<file path="src/rtl/s1c88_bus_responder_if.sv">
// -----------------------------------------------------------------------------
// s1c88_bus_responder_if
// CPU-side bus bundle between the S1C88 core and its target-side responder.
//   bus_address  [23:0]  CPU address
//   bus_status   [1:0]   0 idle, 1 IRQ read, 2 mem write, 3 mem read
//   bus_read / bus_write  CPU strobes (exactly one high = a request)
//   bus_wdata    [7:0]   CPU write data
//   irq_vector   [7:0]   vector byte returned on an IRQ read
//   bus_data_out [7:0]   read data to the CPU
//   bus_ready / bus_error one-cycle completion / error pulses
// master = CPU side, slave = responder side.
// -----------------------------------------------------------------------------
interface s1c88_bus_responder_if;
  logic [23:0] bus_address;
  logic [1:0]  bus_status;
  logic        bus_read;
  logic        bus_write;
  logic [7:0]  bus_wdata;
  logic [7:0]  irq_vector;
  logic [7:0]  bus_data_out;
  logic        bus_ready;
  logic        bus_error;

  modport master (
    output bus_address, bus_status, bus_read, bus_write, bus_wdata, irq_vector,
    input  bus_data_out, bus_ready, bus_error
  );

  modport slave (
    input  bus_address, bus_status, bus_read, bus_write, bus_wdata, irq_vector,
    output bus_data_out, bus_ready, bus_error
  );
endinterface

</file>
<file path="src/rtl/s1c88_bus_responder.sv">
// -----------------------------------------------------------------------------
// s1c88_bus_responder
// Target-side responder for the S1C88 external bus. A request (exactly one of
// bus_read/bus_write high, sampled in IDLE) is decoded into BIOS ROM, work RAM,
// I/O registers or cartridge space and run against that target. Internal
// targets and IRQ-acknowledge reads complete one cycle after the request;
// cartridge accesses wait for cart_ack or abort after CART_TIMEOUT cycles.
//
// Ports:
//   clk, reset (async, active-low)
//   bus                       CPU bus bundle (slave modport)
//   bios_address/bios_rdata   BIOS ROM, 12-bit offset
//   ram_*                     work RAM, 12-bit offset, ram_we single-cycle
//   io_*                      I/O registers, 8-bit offset, io_we/io_re single-cycle
//   cart_*                    cartridge, full 24-bit address, req/ack handshake
// All outputs are registered.
// -----------------------------------------------------------------------------
module s1c88_bus_responder #(
  parameter logic [23:0] RAM_BASE     = 24'h001000,
  parameter logic [23:0] IO_BASE      = 24'h002000,
  parameter logic [23:0] CART_BASE    = 24'h002100,
  parameter int          CART_TIMEOUT = 16
) (
  input  logic                        clk,
  input  logic                        reset,
  s1c88_bus_responder_if.slave        bus,
  output logic [11:0]                 bios_address,
  input  logic [7:0]                  bios_rdata,
  output logic [11:0]                 ram_address,
  output logic [7:0]                  ram_wdata,
  output logic                        ram_we,
  input  logic [7:0]                  ram_rdata,
  output logic [7:0]                  io_address,
  output logic [7:0]                  io_wdata,
  output logic                        io_we,
  output logic                        io_re,
  input  logic [7:0]                  io_rdata,
  output logic [23:0]                 cart_address,
  output logic [7:0]                  cart_wdata,
  output logic                        cart_we,
  output logic                        cart_req,
  input  logic                        cart_ack,
  input  logic [7:0]                  cart_rdata
);

  typedef enum logic [1:0] {IDLE, ACCESS, CART_WAIT, RESPOND} state_t;
  typedef enum logic [2:0] {TGT_IRQ, TGT_BIOS, TGT_RAM, TGT_IO, TGT_CART} target_t;

  localparam int CNT_W = $clog2(CART_TIMEOUT + 1);

  state_t           state_reg;
  target_t          target_reg;
  logic             is_write_reg;
  logic             resp_error_reg;
  logic [CNT_W-1:0] timeout_cnt_reg;

  logic             req_single;
  logic             req_both;
  logic             stray_req;
  target_t          decode_target;
  logic [11:0]      ram_offset;
  logic [7:0]       io_offset;

  assign req_single = bus.bus_read ^ bus.bus_write;
  assign req_both   = bus.bus_read & bus.bus_write;
  // Any strobe activity while an access is in flight is a protocol error.
  assign stray_req  = (state_reg != IDLE) && (bus.bus_read || bus.bus_write);

  // Offsets only need the low bits: subtracting the truncated base gives the
  // same result as a full-width subtract followed by truncation.
  assign ram_offset = bus.bus_address[11:0] - RAM_BASE[11:0];
  assign io_offset  = bus.bus_address[7:0] - IO_BASE[7:0];

  always_comb begin
    decode_target = TGT_CART;
    if (bus.bus_status == 2'd1)
      decode_target = TGT_IRQ;
    else if (bus.bus_address < RAM_BASE)
      decode_target = TGT_BIOS;
    else if (bus.bus_address < IO_BASE)
      decode_target = TGT_RAM;
    else if (bus.bus_address < CART_BASE)
      decode_target = TGT_IO;
  end

  always_ff @(posedge clk or negedge reset) begin
    if (!reset) begin
      state_reg        <= IDLE;
      target_reg       <= TGT_IRQ;
      is_write_reg     <= 1'b0;
      resp_error_reg   <= 1'b0;
      timeout_cnt_reg  <= '0;
      bus.bus_data_out <= 8'hFF;
      bus.bus_ready    <= 1'b0;
      bus.bus_error    <= 1'b0;
      bios_address     <= '0;
      ram_address      <= '0;
      ram_wdata        <= '0;
      ram_we           <= 1'b0;
      io_address       <= '0;
      io_wdata         <= '0;
      io_we            <= 1'b0;
      io_re            <= 1'b0;
      cart_address     <= '0;
      cart_wdata       <= '0;
      cart_we          <= 1'b0;
      cart_req         <= 1'b0;
    end else begin
      // Pulses and single-cycle strobes default low. The stray-request error
      // is masked by its own previous value so it can never stretch.
      bus.bus_ready <= 1'b0;
      bus.bus_error <= stray_req & ~bus.bus_error;
      ram_we        <= 1'b0;
      io_we         <= 1'b0;
      io_re         <= 1'b0;

      case (state_reg)
        IDLE: begin
          if (req_both) begin
            bus.bus_error <= ~bus.bus_error;
          end else if (req_single) begin
            target_reg   <= decode_target;
            is_write_reg <= bus.bus_write;
            case (decode_target)
              TGT_BIOS: begin
                bios_address <= bus.bus_address[11:0];
                state_reg    <= ACCESS;
              end
              TGT_RAM: begin
                ram_address <= ram_offset;
                ram_wdata   <= bus.bus_wdata;
                ram_we      <= bus.bus_write;
                state_reg   <= ACCESS;
              end
              TGT_IO: begin
                io_address <= io_offset;
                io_wdata   <= bus.bus_wdata;
                io_we      <= bus.bus_write;
                io_re      <= bus.bus_read;
                state_reg  <= ACCESS;
              end
              TGT_CART: begin
                cart_address    <= bus.bus_address;
                cart_wdata      <= bus.bus_wdata;
                cart_we         <= bus.bus_write;
                cart_req        <= 1'b1;
                timeout_cnt_reg <= '0;
                state_reg       <= CART_WAIT;
              end
              default: begin
                // IRQ acknowledge touches no target.
                state_reg <= ACCESS;
              end
            endcase
          end
        end

        ACCESS: begin
          bus.bus_ready <= 1'b1;
          if (!is_write_reg) begin
            case (target_reg)
              TGT_IRQ:  bus.bus_data_out <= bus.irq_vector;
              TGT_BIOS: bus.bus_data_out <= bios_rdata;
              TGT_RAM:  bus.bus_data_out <= ram_rdata;
              TGT_IO:   bus.bus_data_out <= io_rdata;
              default:  bus.bus_data_out <= bus.bus_data_out;
            endcase
          end
          // ROM writes are dropped but still acknowledged, flagged as errors.
          if (is_write_reg && target_reg == TGT_BIOS)
            bus.bus_error <= 1'b1;
          state_reg <= IDLE;
        end

        CART_WAIT: begin
          if (cart_ack) begin
            if (!is_write_reg)
              bus.bus_data_out <= cart_rdata;
            cart_req       <= 1'b0;
            cart_we        <= 1'b0;
            resp_error_reg <= 1'b0;
            state_reg      <= RESPOND;
          end else begin
            timeout_cnt_reg <= timeout_cnt_reg + 1'b1;
            if (timeout_cnt_reg == CNT_W'(CART_TIMEOUT - 1)) begin
              cart_req         <= 1'b0;
              cart_we          <= 1'b0;
              bus.bus_data_out <= 8'hFF;
              resp_error_reg   <= 1'b1;
              state_reg        <= RESPOND;
            end
          end
        end

        RESPOND: begin
          bus.bus_ready   <= 1'b1;
          if (resp_error_reg)
            bus.bus_error <= 1'b1;
          timeout_cnt_reg <= '0;
          state_reg       <= IDLE;
        end

        default: state_reg <= IDLE;
      endcase
    end
  end

endmodule

</file>
<file path="src/flat_wrapper.sv">
// flat-port wrapper written by rule: the top's interface ports become plain ports
module s1c88_bus_responder_flat 
#(
  parameter logic [23:0] RAM_BASE     = 24'h001000,
  parameter logic [23:0] IO_BASE      = 24'h002000,
  parameter logic [23:0] CART_BASE    = 24'h002100,
  parameter int          CART_TIMEOUT = 16
)
  (clk, reset, bios_address, bios_rdata, ram_address, ram_wdata, ram_we, ram_rdata, io_address, io_wdata, io_we, io_re, io_rdata, cart_address, cart_wdata, cart_we, cart_req, cart_ack, cart_rdata, bus_bus_address, bus_bus_status, bus_bus_read, bus_bus_write, bus_bus_wdata, bus_irq_vector, bus_bus_data_out, bus_bus_ready, bus_bus_error);
  s1c88_bus_responder_if bus_i ();
  input  logic clk;
  input  logic reset;
  output logic [11:0] bios_address;
  input  logic [7:0] bios_rdata;
  output logic [11:0] ram_address;
  output logic [7:0] ram_wdata;
  output logic ram_we;
  input  logic [7:0] ram_rdata;
  output logic [7:0] io_address;
  output logic [7:0] io_wdata;
  output logic io_we;
  output logic io_re;
  input  logic [7:0] io_rdata;
  output logic [23:0] cart_address;
  output logic [7:0] cart_wdata;
  output logic cart_we;
  output logic cart_req;
  input  logic cart_ack;
  input  logic [7:0] cart_rdata;
  input wire logic [$bits(bus_i.bus_address)-1:0] bus_bus_address;
  input wire logic [$bits(bus_i.bus_status)-1:0] bus_bus_status;
  input wire logic [$bits(bus_i.bus_read)-1:0] bus_bus_read;
  input wire logic [$bits(bus_i.bus_write)-1:0] bus_bus_write;
  input wire logic [$bits(bus_i.bus_wdata)-1:0] bus_bus_wdata;
  input wire logic [$bits(bus_i.irq_vector)-1:0] bus_irq_vector;
  output wire logic [$bits(bus_i.bus_data_out)-1:0] bus_bus_data_out;
  output wire logic [$bits(bus_i.bus_ready)-1:0] bus_bus_ready;
  output wire logic [$bits(bus_i.bus_error)-1:0] bus_bus_error;
  assign bus_i.bus_address = bus_bus_address;
  assign bus_i.bus_status = bus_bus_status;
  assign bus_i.bus_read = bus_bus_read;
  assign bus_i.bus_write = bus_bus_write;
  assign bus_i.bus_wdata = bus_bus_wdata;
  assign bus_i.irq_vector = bus_irq_vector;
  assign bus_bus_data_out = bus_i.bus_data_out;
  assign bus_bus_ready = bus_i.bus_ready;
  assign bus_bus_error = bus_i.bus_error;
  s1c88_bus_responder #(.RAM_BASE(RAM_BASE), .IO_BASE(IO_BASE), .CART_BASE(CART_BASE), .CART_TIMEOUT(CART_TIMEOUT)) u_core (.clk(clk), .reset(reset), .bus(bus_i), .bios_address(bios_address), .bios_rdata(bios_rdata), .ram_address(ram_address), .ram_wdata(ram_wdata), .ram_we(ram_we), .ram_rdata(ram_rdata), .io_address(io_address), .io_wdata(io_wdata), .io_we(io_we), .io_re(io_re), .io_rdata(io_rdata), .cart_address(cart_address), .cart_wdata(cart_wdata), .cart_we(cart_we), .cart_req(cart_req), .cart_ack(cart_ack), .cart_rdata(cart_rdata));
endmodule
</file>
<file path="config.mk">
export PLATFORM = sky130hd
export DESIGN_NAME = s1c88_bus_responder_flat
export DESIGN_NICKNAME = d
export VERILOG_FILES = /design/src/rtl/s1c88_bus_responder_if.sv /design/src/rtl/s1c88_bus_responder.sv /design/src/flat_wrapper.sv
export SDC_FILE = /design/constraint.sdc
export NUM_CORES = 1
export LEC_CHECK = 0
export CAP_MARGIN = 0
export CORE_MARGIN = 2
export CORE_UTILIZATION = 40
export DETAILED_ROUTE_END_ITERATION = 8
export GPL_ROUTABILITY_DRIVEN = 0
export GPL_TIMING_DRIVEN = 0
export PLACE_DENSITY_LB_ADDON = 0.2
export REMOVE_ABC_BUFFERS = 1
export SLEW_MARGIN = 30
export SYNTH_ARGS = -nofsm -noshare
export SYNTH_HDL_FRONTEND = slang
export SYNTH_SLANG_ARGS = --single-unit
</file>
<file path="constraint.sdc">
create_clock -name clk -period 2.7 [get_ports clk]
set_input_delay 0.54 -clock clk [delete_from_list [all_inputs] [get_ports clk]]
set_output_delay 0.54 -clock clk [all_outputs]
set_load 0.02 [all_outputs]
</file>
== Yosys cells after proc, flatten, opt, wreduce, memory -nomap -nowiden ==
Index checks and enable logic that the tools add are counted.

* Latch bits: 0
* RAM bits: 0
* Bits in read-only memories: 0
* Output and inout bits: 95
* Memories kept: 0
* Input bits: 79
* Bits in registers: 107
* Word-level logic and storage cells: 120

* Multipliers: 0
* Mux-type cells: 50
* Bitwise logic cells: 5
* Add/subtract/negate cells: 1
* Shift operators: 0
* Equal/unequal tests: 20
* Order comparisons: 3
* Div/mod/pow operators: 0
* Reductions and logical operators: 21

{| class="wikitable"
|+ Operators by type and width
! cell !! count
|-
| $lt 24x14->1 const B || 2
|-
| $mux 8 || 4
|-
| $pmux 8 s4 || 1
|-
| $mux 1 || 26
|-
| $lt 24x13->1 const B || 1
|-
| $mux 5 || 4
|-
| $pmux 8 s2 || 1
|-
| $reduce_and 4->1 || 4
|-
| $pmux 5 s3 || 1
|-
| $reduce_and 5->1 || 3
|-
| $eq 3x2->1 const B || 4
|-
| $mux 3 || 4
|-
| $mux 2 || 5
|-
| $ne 2x2->1 const B || 4
|-
| $reduce_bool 2->1 || 4
|-
| $eq 3x1->1 const B || 2
|-
| $pmux 2 s3 || 1
|-
| $reduce_and 3->1 || 2
|-
| $add 5x1->5 const B || 1
|-
| $eq 5x4->1 const B || 1
|-
| $ne 5x4->1 const B || 1
|-
| $eq 2x1->1 const B || 2
|-
| $eq 2x2->1 const B || 2
|-
| $pmux 1 s2 || 2
|-
| 15 further kinds || 18
|}

== Logic depth before layout (Yosys ltp) ==
Gate-level depths: netlist of run 1.

* Depth in word-level cells: 10
* Depth in mapped cells: 10
* Gate-level depth less buffers: 7

== Worst setup path after synthesis of run 1 ==
No wires, ideal clock.

* Kind: input-to-reg
* Start point: input bus_bus_write
* End point: register u_core.bios_address[10]
* Stages on the path: 10
* Data required time: 2575 ps
* Library setup time: 125 ps
* Path buffers: 4
* Arrival time: 2836 ps
* Path slack: -261 ps
* Path through: inv_1 ha_1 or4b_1 buf_2 or2_1 buf_6 or4b_4 buf_6 buf_6 mux2_4

* Longest elaborated chain between the ends: 3
* Elaborated cells between the ends (all ways): 4
* Those cells by class: 3 x bitwise; 1 x reduce/logical

{| class="wikitable"
|+ Ends and longest elaborated chain
! item !! line !! source
|-
| from (decl) || flat_wrapper.sv:33 || <nowiki>input wire logic [$bits(bus_i.bus_write)-1:0] bus_bus_write;</nowiki>
|-
| $and 1x1->1 || s1c88_bus_responder.sv:65 || <nowiki>assign req_both = bus.bus_read & bus.bus_write;</nowiki>
|-
| $not 1->1 (no source line) || -- ||
|-
| $reduce_and 4->1 (no source line) * || -- ||
|-
| to (signal assigned) || s1c88_bus_responder.sv:126 || <nowiki>bios_address <= bus.bus_address[11:0];</nowiki>
|-
| to (decl) || s1c88_bus_responder.sv:27 || <nowiki>output logic [11:0] bios_address,</nowiki>
|}

Every way passes the cells marked *; elsewhere a longest branch is shown, timed or not.
A chain may end at the register's enable or synchronous reset.

== Final worst setup path of run 1 ==
* Start point: input bus_bus_read
* End point: register u_core.bios_address[4]

* Longest elaborated chain between the ends: 3
* Elaborated cells between the ends (all ways): 4
* Those cells by class: 3 x bitwise; 1 x reduce/logical

{| class="wikitable"
|+ Ends and longest elaborated chain
! item !! line !! source
|-
| from (decl) || flat_wrapper.sv:32 || <nowiki>input wire logic [$bits(bus_i.bus_read)-1:0] bus_bus_read;</nowiki>
|-
| $and 1x1->1 || s1c88_bus_responder.sv:65 ||
|-
| $not 1->1 (no source line) || -- ||
|-
| $reduce_and 4->1 (no source line) * || -- ||
|}

Marked as above.

==> impl_metrics.tcl, run 1 <==
set metrics [dict create \
    status "complete, no violations" \
    rows 39 \
    htreeDepth 3 \
    largestRegisters "u_core.cart_address: 24 flops, u_core.bios_address: 12 flops, u_core.ram_address: 12 flops" \
    fmax_ghz 0.379 \
    rsz0062_at_grt "false" \
    avgViaCountPerCell 5.24 \
    multiInputGateArea_mm2 0.00193 \
    cts_buffers 9 \
    dp_slack_ns -1.24 \
    cpMaxStageDelayCell "or4b_4" \
    track_usage_pct 19.5 \
    die-area_mm2 0.0126 \
    cts.sinks 107 \
    syn_inst 346 \
    critPathMaxStageDelay_ns 0.64 \
    clockBufferDepth 2 \
    maxCapViolCount 0 \
    synth_cell_types 41 \
    grt.overflow.total 0 \
    vias 3503 \
    die_w_um 112 \
    seqCellArea_mm2 0.00269 \
    powerDensity_mw_per_mm2 833 \
    ctsHoldBuffers 0 \
    setup_viol_count_final 0 \
    crit_required_ns 2.93 \
    setup_slack_ns 0.0622 \
    postRouteAntennaNets 0 \
    avgSynthCellArea_um2 13.5 \
    cp.buffers_inverters 2 \
    grt_pass1_wl_um 19400 \
    drt_first_pass_iters 6 \
    crit_top_cell "or4b_4" \
    largest-register "u_core.cart_address" \
    chipHeight_um 112 \
    r2r-end "u_core.bios_address[4]" \
    critical_path_class "input pin to flop" \
    ys_warn_count 0 \
    gr-usage-met1_pct 24.7 \
    grt_max_degree 66 \
    utilization_pct 61.3 \
    start_kind "input pin" \
    dp_hpwl_um 8380 \
    use_met3_pct 7.07 \
    final_hold_viol_count 0 \
    grt_pass1_vias 3687 \
    wirelength_um 12100 \
    clockRootBuffer "clkbuf_16" \
    ys_seq_elements 107 \
    clock-skew-final_ns 0.00558 \
    initial_utilization_pct 41.0 \
    syn_area_mm2 0.00468 \
    p_leak_nw 3.06 \
    finalInstanceArea_mm2 0.00700 \
    arrival_ns 2.86 \
    cts_tree "built" \
    grt_busiest_layer "met2" \
    final_layout_size_suffix_gt1_share_pct 26.7 \
    core_mm2 0.0114 \
    cp_max_fo 7 \
    drc 0 \
    slew-limit-headroom_pct 43.9 \
    synth.yosys.seq_area_share_pct 57.4 \
    finalCriticalPeriod_ns 2.64 \
    placed_area_mm2 0.00659 \
    instances_no_fill 668 \
    io_pins 174 \
    first_iter_violations 144 \
    maxSlewViolCount 0 \
    wl_per_cell_um 18.1 \
    met2_usage_pct 32.2 \
    portBuffers 173 \
    hold_path.class "input pin to asynchronous set/reset pin" \
    r2r_setup_slack_ns 0.16 \
    cp_top_family "simple AND/OR/NAND/NOR gates" \
    final_net_count 604 \
    worst_slew_pin_slew_ns 0.837 \
    ir_drop_mv 0.477 \
    antennaDiodeCount 0 \
    reg2reg_depth 4 \
    holdWs_ns 0.102 \
    clk_latency_ns 0.34 \
    end_kind "flop" \
    num-fill-cells 988 \
    dp.cells 644 \
    fin_crit_sh_pct 97.7 \
    path_cells "dlygate4sd2_1 > inv_1 > ha_4 > or4b_4 > or2_4 > or4b_4 > mux2_4" \
    antenna_found_initial 0 \
    largest_register_ffs 24 \
    clk_pin_slew_ns 0.07 \
    r2r_start "u_core.state_reg[1]" \
    syn2layout_area_growth_pct 49.6 \
]
[metal layers]
layer  vias to the layer above  share of wire, %
met5                         -                 0
met3                        13               8.4
met1                      1749                43
met2                       123                48
met4                         0               1.1
li1                       1618                 -
[layout by cell type (no fill, tap or decap), types with 7 or more instances in the layout]
cell type	instances
mux2i_1	10
dfstp_2	8
a21oi_1	24
clkdlybuf4s50_1	170
nand2_1	8
a2bb2oi_1	8
mux2_2	79
clkbuf_16	9
a211o_1	9
nor4_1	7
buf_4	8
dfrtp_1	99
mux2_4	9
nor2_1	7
[logic make-up (layout without fill, tap and decap cells)]
kind of cell               after synthesis  in the layout  share of synthesized area (%)
buffers and inverters                   27            205                           2.75
adders and majority gates                4              4                           1.07
and+or+nand+nor                         49             50                           6.07
muxes                                   98             98                           24.0
DFF                                    107            107                           57.4
AOI/OAI and AO/OA                       61             61                           8.71
[cell usage after synthesis]
master | count | area share (%)
mux2i_1 | 10 | 2.1
a21boi_0 | 1 | 0.16
o21ai_1 | 1 | 0.11
nor3_1 | 6 | 0.64
a2bb2oi_1 | 8 | 1.5
a211oi_1 | 2 | 0.32
o21a_1 | 1 | 0.16
and3_1 | 2 | 0.27
mux2_4 | 9 | 2.9
or4b_4 | 1 | 0.29
a21oi_1 | 24 | 2.6
or4b_1 | 1 | 0.21
nand2b_1 | 3 | 0.40
o221a_2 | 1 | 0.24
nand3b_1 | 1 | 0.16
clkbuf_1 | 16 | 1.3
ha_1 | 4 | 1.1
nor2b_1 | 3 | 0.40
or2_1 | 1 | 0.13
or2_2 | 1 | 0.13
nor4b_1 | 3 | 0.56
mux2_2 | 79 | 19
a21o_1 | 3 | 0.48
nor2_1 | 7 | 0.56
o21bai_1 | 1 | 0.16
nand2_1 | 9 | 0.72
o211ai_1 | 2 | 0.32
a211o_1 | 9 | 1.7
a22oi_1 | 1 | 0.16
nor3_2 | 1 | 0.21
a31oi_1 | 1 | 0.13
nand3_1 | 2 | 0.21
o2bb2ai_1 | 1 | 0.19
inv_1 | 4 | 0.32
nor4_1 | 7 | 0.94
buf_2 | 4 | 0.43
buf_6 | 3 | 0.72
dfstp_2 | 8 | 4.5
dfrtp_1 | 99 | 53
o21ai_0 | 5 | 0.53
or4b_2 | 1 | 0.21
[power by group]
| group | internal, W | switching, W |
|---|---|---|
| Combinational | 0.00118 | 0.00104 |
| Clock | 0.000740 | 0.000560 |
| Sequential | 0.00204 | 0.000279 |
| Total | 0.00396 | 0.00188 |
[through the flow]
| step | setup TNS, ns | total power [W] |
|---|---|---|
| 6_report | 0 | 0.00584 |
| 5_1_grt | 0 | 0.00615 |
| 4_1_cts | 0 | 0.00590 |
| 3_5_place_dp | -76.88 | 0.00454 |
| 3_3_place_gp | -511.36 | 0.00448 |
| 2_1_floorplan | -57.59 | 0.00345 |
[area by class of cell]
class	instances	area share [%]
inverter	4	0.214
clock inverter	4	0.732
multi-input combinational	213	27.6
sequential	107	38.4
timing repair buffer	186	27.0
tap	143	2.55
clock buffer	11	3.47
[worst max-delay path by stage]
stage	from	endpoint	slack, ns	cells past startpoint
2_1_floorplan	bus_bus_write	u_core.ram_address[0]	-1.04	6
3_3_place_gp	bus_bus_address[21]	u_core.timeout_cnt_reg[3]	-3.44	5
3_5_place_dp	bus_bus_write	u_core.ram_address[7]	-1.24	8
4_1_cts	bus_bus_write	u_core.bios_address[5]	0.03	7
5_1_grt	bus_bus_read	u_core.bios_address[5]	0.01	7
6_report	bus_bus_read	u_core.bios_address[4]	0.06	7
[what timing repair did]
action                     in CTS  in global routing
buffers inserted                8                  0
cloned                          1                  0
pin swaps                       5                  2
gates resized for setup         9                  4
setup endpoints to repair      86                 24
No activity file was read; power rests on OpenSTA's default activity.
==> run 2, diff against run 1 <==
--- a/config.mk
+++ b/config.mk
@@ -13,6 +13,7 @@
 export GPL_TIMING_DRIVEN = 0
 export PLACE_DENSITY_LB_ADDON = 0.2
 export REMOVE_ABC_BUFFERS = 1
+export SKIP_CTS_REPAIR_TIMING = 1
 export SLEW_MARGIN = 30
 export SYNTH_ARGS = -nofsm -noshare
 export SYNTH_HDL_FRONTEND = slang
==> run 2 against run 1 <==
Net effect:
- worst setup slack better by 0.041 ns
- first-iteration DRC count up 6.9%
- via count up 0.31%
- total power about the same
- highest routed layer unchanged
==> impl_metrics.tcl, run 2 (same netlist as run 1, synthesis figures left out) <==
set metrics [dict create \
    vias 3514 \
    maxSlewViolCount 0 \
    avgViaCountPerCell 5.22 \
    die_w_um 112 \
    p_leak_nw 3.09 \
    slew-limit-headroom_pct 44.7 \
    track_usage_pct 18.9 \
    clock-skew-final_ns 0.00866 \
    mostFrequentLayoutCell "clkdlybuf4s50_1" \
    holdWs_ns 0.105 \
    multiInputGateArea_mm2 0.00192 \
    placed_area_mm2 0.00659 \
    initial_utilization_pct 41.0 \
    setup_slack_ns 0.103 \
    path_cells "clkbuf_2 > inv_2 > ha_1 > or4b_4 > or2_4 > buf_4 > nor3_4 > buf_12 > buf_4 > mux2_2" \
    wl_per_cell_um 17.9 \
    num-fill-cells 981 \
    instances_no_fill 673 \
    fmax_ghz 0.385 \
    crit_required_ns 2.93 \
    io_pins 174 \
    drc 0 \
    grt_pass1_vias 3630 \
    chipHeight_um 112 \
    maxCapViolCount 0 \
    rows 39 \
    grt.overflow.total 0 \
    largestRegisters "u_core.cart_address: 24 flops, u_core.bios_address: 12 flops, u_core.ram_address: 12 flops" \
    start_kind "input pin" \
    cpMaxStageDelayCell "or4b_4" \
    largest_register_ffs 24 \
    cts.sinks 107 \
    finalInstanceArea_mm2 0.00703 \
    clockBufferDepth 2 \
    status "complete, no violations" \
    r2r_setup_slack_ns 0.11 \
    first_iter_violations 154 \
    drt_first_pass_iters 4 \
    utilization_pct 61.6 \
    rsz0062_at_grt "false" \
    cp_max_fo 8 \
    core_mm2 0.0114 \
    antennaDiodeCount 0 \
    clockRootBuffer "clkbuf_16" \
    grt_max_degree 66 \
    htreeDepth 3 \
    dp.cells 644 \
    powerDensity_mw_per_mm2 830 \
    dp_slack_ns -1.24 \
    final_cell_mix "clkdlybuf4s50_1, dfrtp_1, mux2_2" \
    hold_path.class "input pin to asynchronous set/reset pin" \
    end_kind "flop" \
    clk_pin_slew_ns 0.07 \
    antenna_found_initial 0 \
    setup_viol_count_final 0 \
    fin_crit_sh_pct 96.2 \
    final_hold_viol_count 0 \
    final_net_count 609 \
    critPathMaxStageDelay_ns 0.49 \
    syn2layout_area_growth_pct 50.1 \
    clk_latency_ns 0.34 \
    seqCellArea_mm2 0.00269 \
    wirelength_um 12000 \
    cts_buffers 9 \
    cts_tree "built" \
    largest-register "u_core.cart_address" \
    portBuffers 173 \
    critical_path_class "input pin to flop" \
    grt_pass1_wl_um 18900 \
    finalCriticalPeriod_ns 2.60 \
    postRouteAntennaNets 0 \
    final_layout_size_suffix_gt1_share_pct 26.8 \
    ir_drop_mv 0.478 \
    worst_slew_pin_slew_ns 0.824 \
    dp_hpwl_um 8380 \
    die-area_mm2 0.0126 \
    crit_top_cell "buf_4" \
    arrival_ns 2.82 \
]
## run 2: cell types whose count changed in the layout (fill, tap and decap cells not counted)
cell / before / now
ha_1: 3 / 4
buf_12: 1 / 2
nand2_2: 1 / 0
clkdlybuf4s15_2: 1 / 0
dlygate4sd2_1: 1 / 0
nand2_1: 8 / 9
o21a_1: 0 / 1
clkbuf_2: 0 / 1
buf_4: 8 / 13
buf_6: 2 / 1
dlymetal6s2s_1: 0 / 1
o21a_2: 1 / 0
ha_4: 1 / 0
## run 2: layer usage
layer	part of all wire (%)	wire (um)	global-route usage (%)	vias to the layer above
met5	0	0	0	-
met4	1.3	159	4.88	0
met3	8.7	1050	7.07	14
met2	47	5650	31.2	127
met1	43	5190	23.6	1741
li1	-	-	-	1632
## run 2: path summary, 6_finish.rpt
check,depth (start not counted),to,start
hold / removal,1,u_core.cart_address[21],reset
max in group asynchronous,2,u_core.bus.bus_data_out[4],reset
setup reg to reg,7,u_core.ram_address[7],u_core.state_reg[1]
hold reg to reg,1,u_core.bus.bus_error,u_core.bus.bus_error
min in group clk,1,u_core.bus.bus_error,u_core.bus.bus_error
setup / recovery,10,u_core.ram_address[7],bus_bus_write
## run 2: final cells by class
class	instances	area share [%]
well taps	143	2.54
clock buffers	11	3.45
inverters	4	0.214
flip-flops and latches	107	38.2
clock inverters	4	0.730
multi-input cells	213	27.3
repair buffers	191	27.6
## run 2: where the power goes
group	switching, W	internal [W]	total (W)	leakage [nW]
registers	0.000278	0.00204	0.00232	1.38
clock network	0.000563	0.000740	0.00130	0.142
logic	0.00103	0.00119	0.00222	1.56
## run 2: critical path: cells and delay by family
family / cells / cell delay [ns]
multiplexers: 1 / 0.35
adder cells (fa/ha/maj): 1 / 0.29
AND/OR/NAND/NOR: 3 / 0.96
buffers and inverters: 5 / 0.69
## run 2: metrics by stage
step,total power [W],TNS (ns)
6_report,0.00584,0
3_3_place_gp,0.00448,-511.36
3_5_place_dp,0.00454,-76.88
2_1_floorplan,0.00345,-57.59
4_1_cts,0.00586,-45.69
5_1_grt,0.00615,0
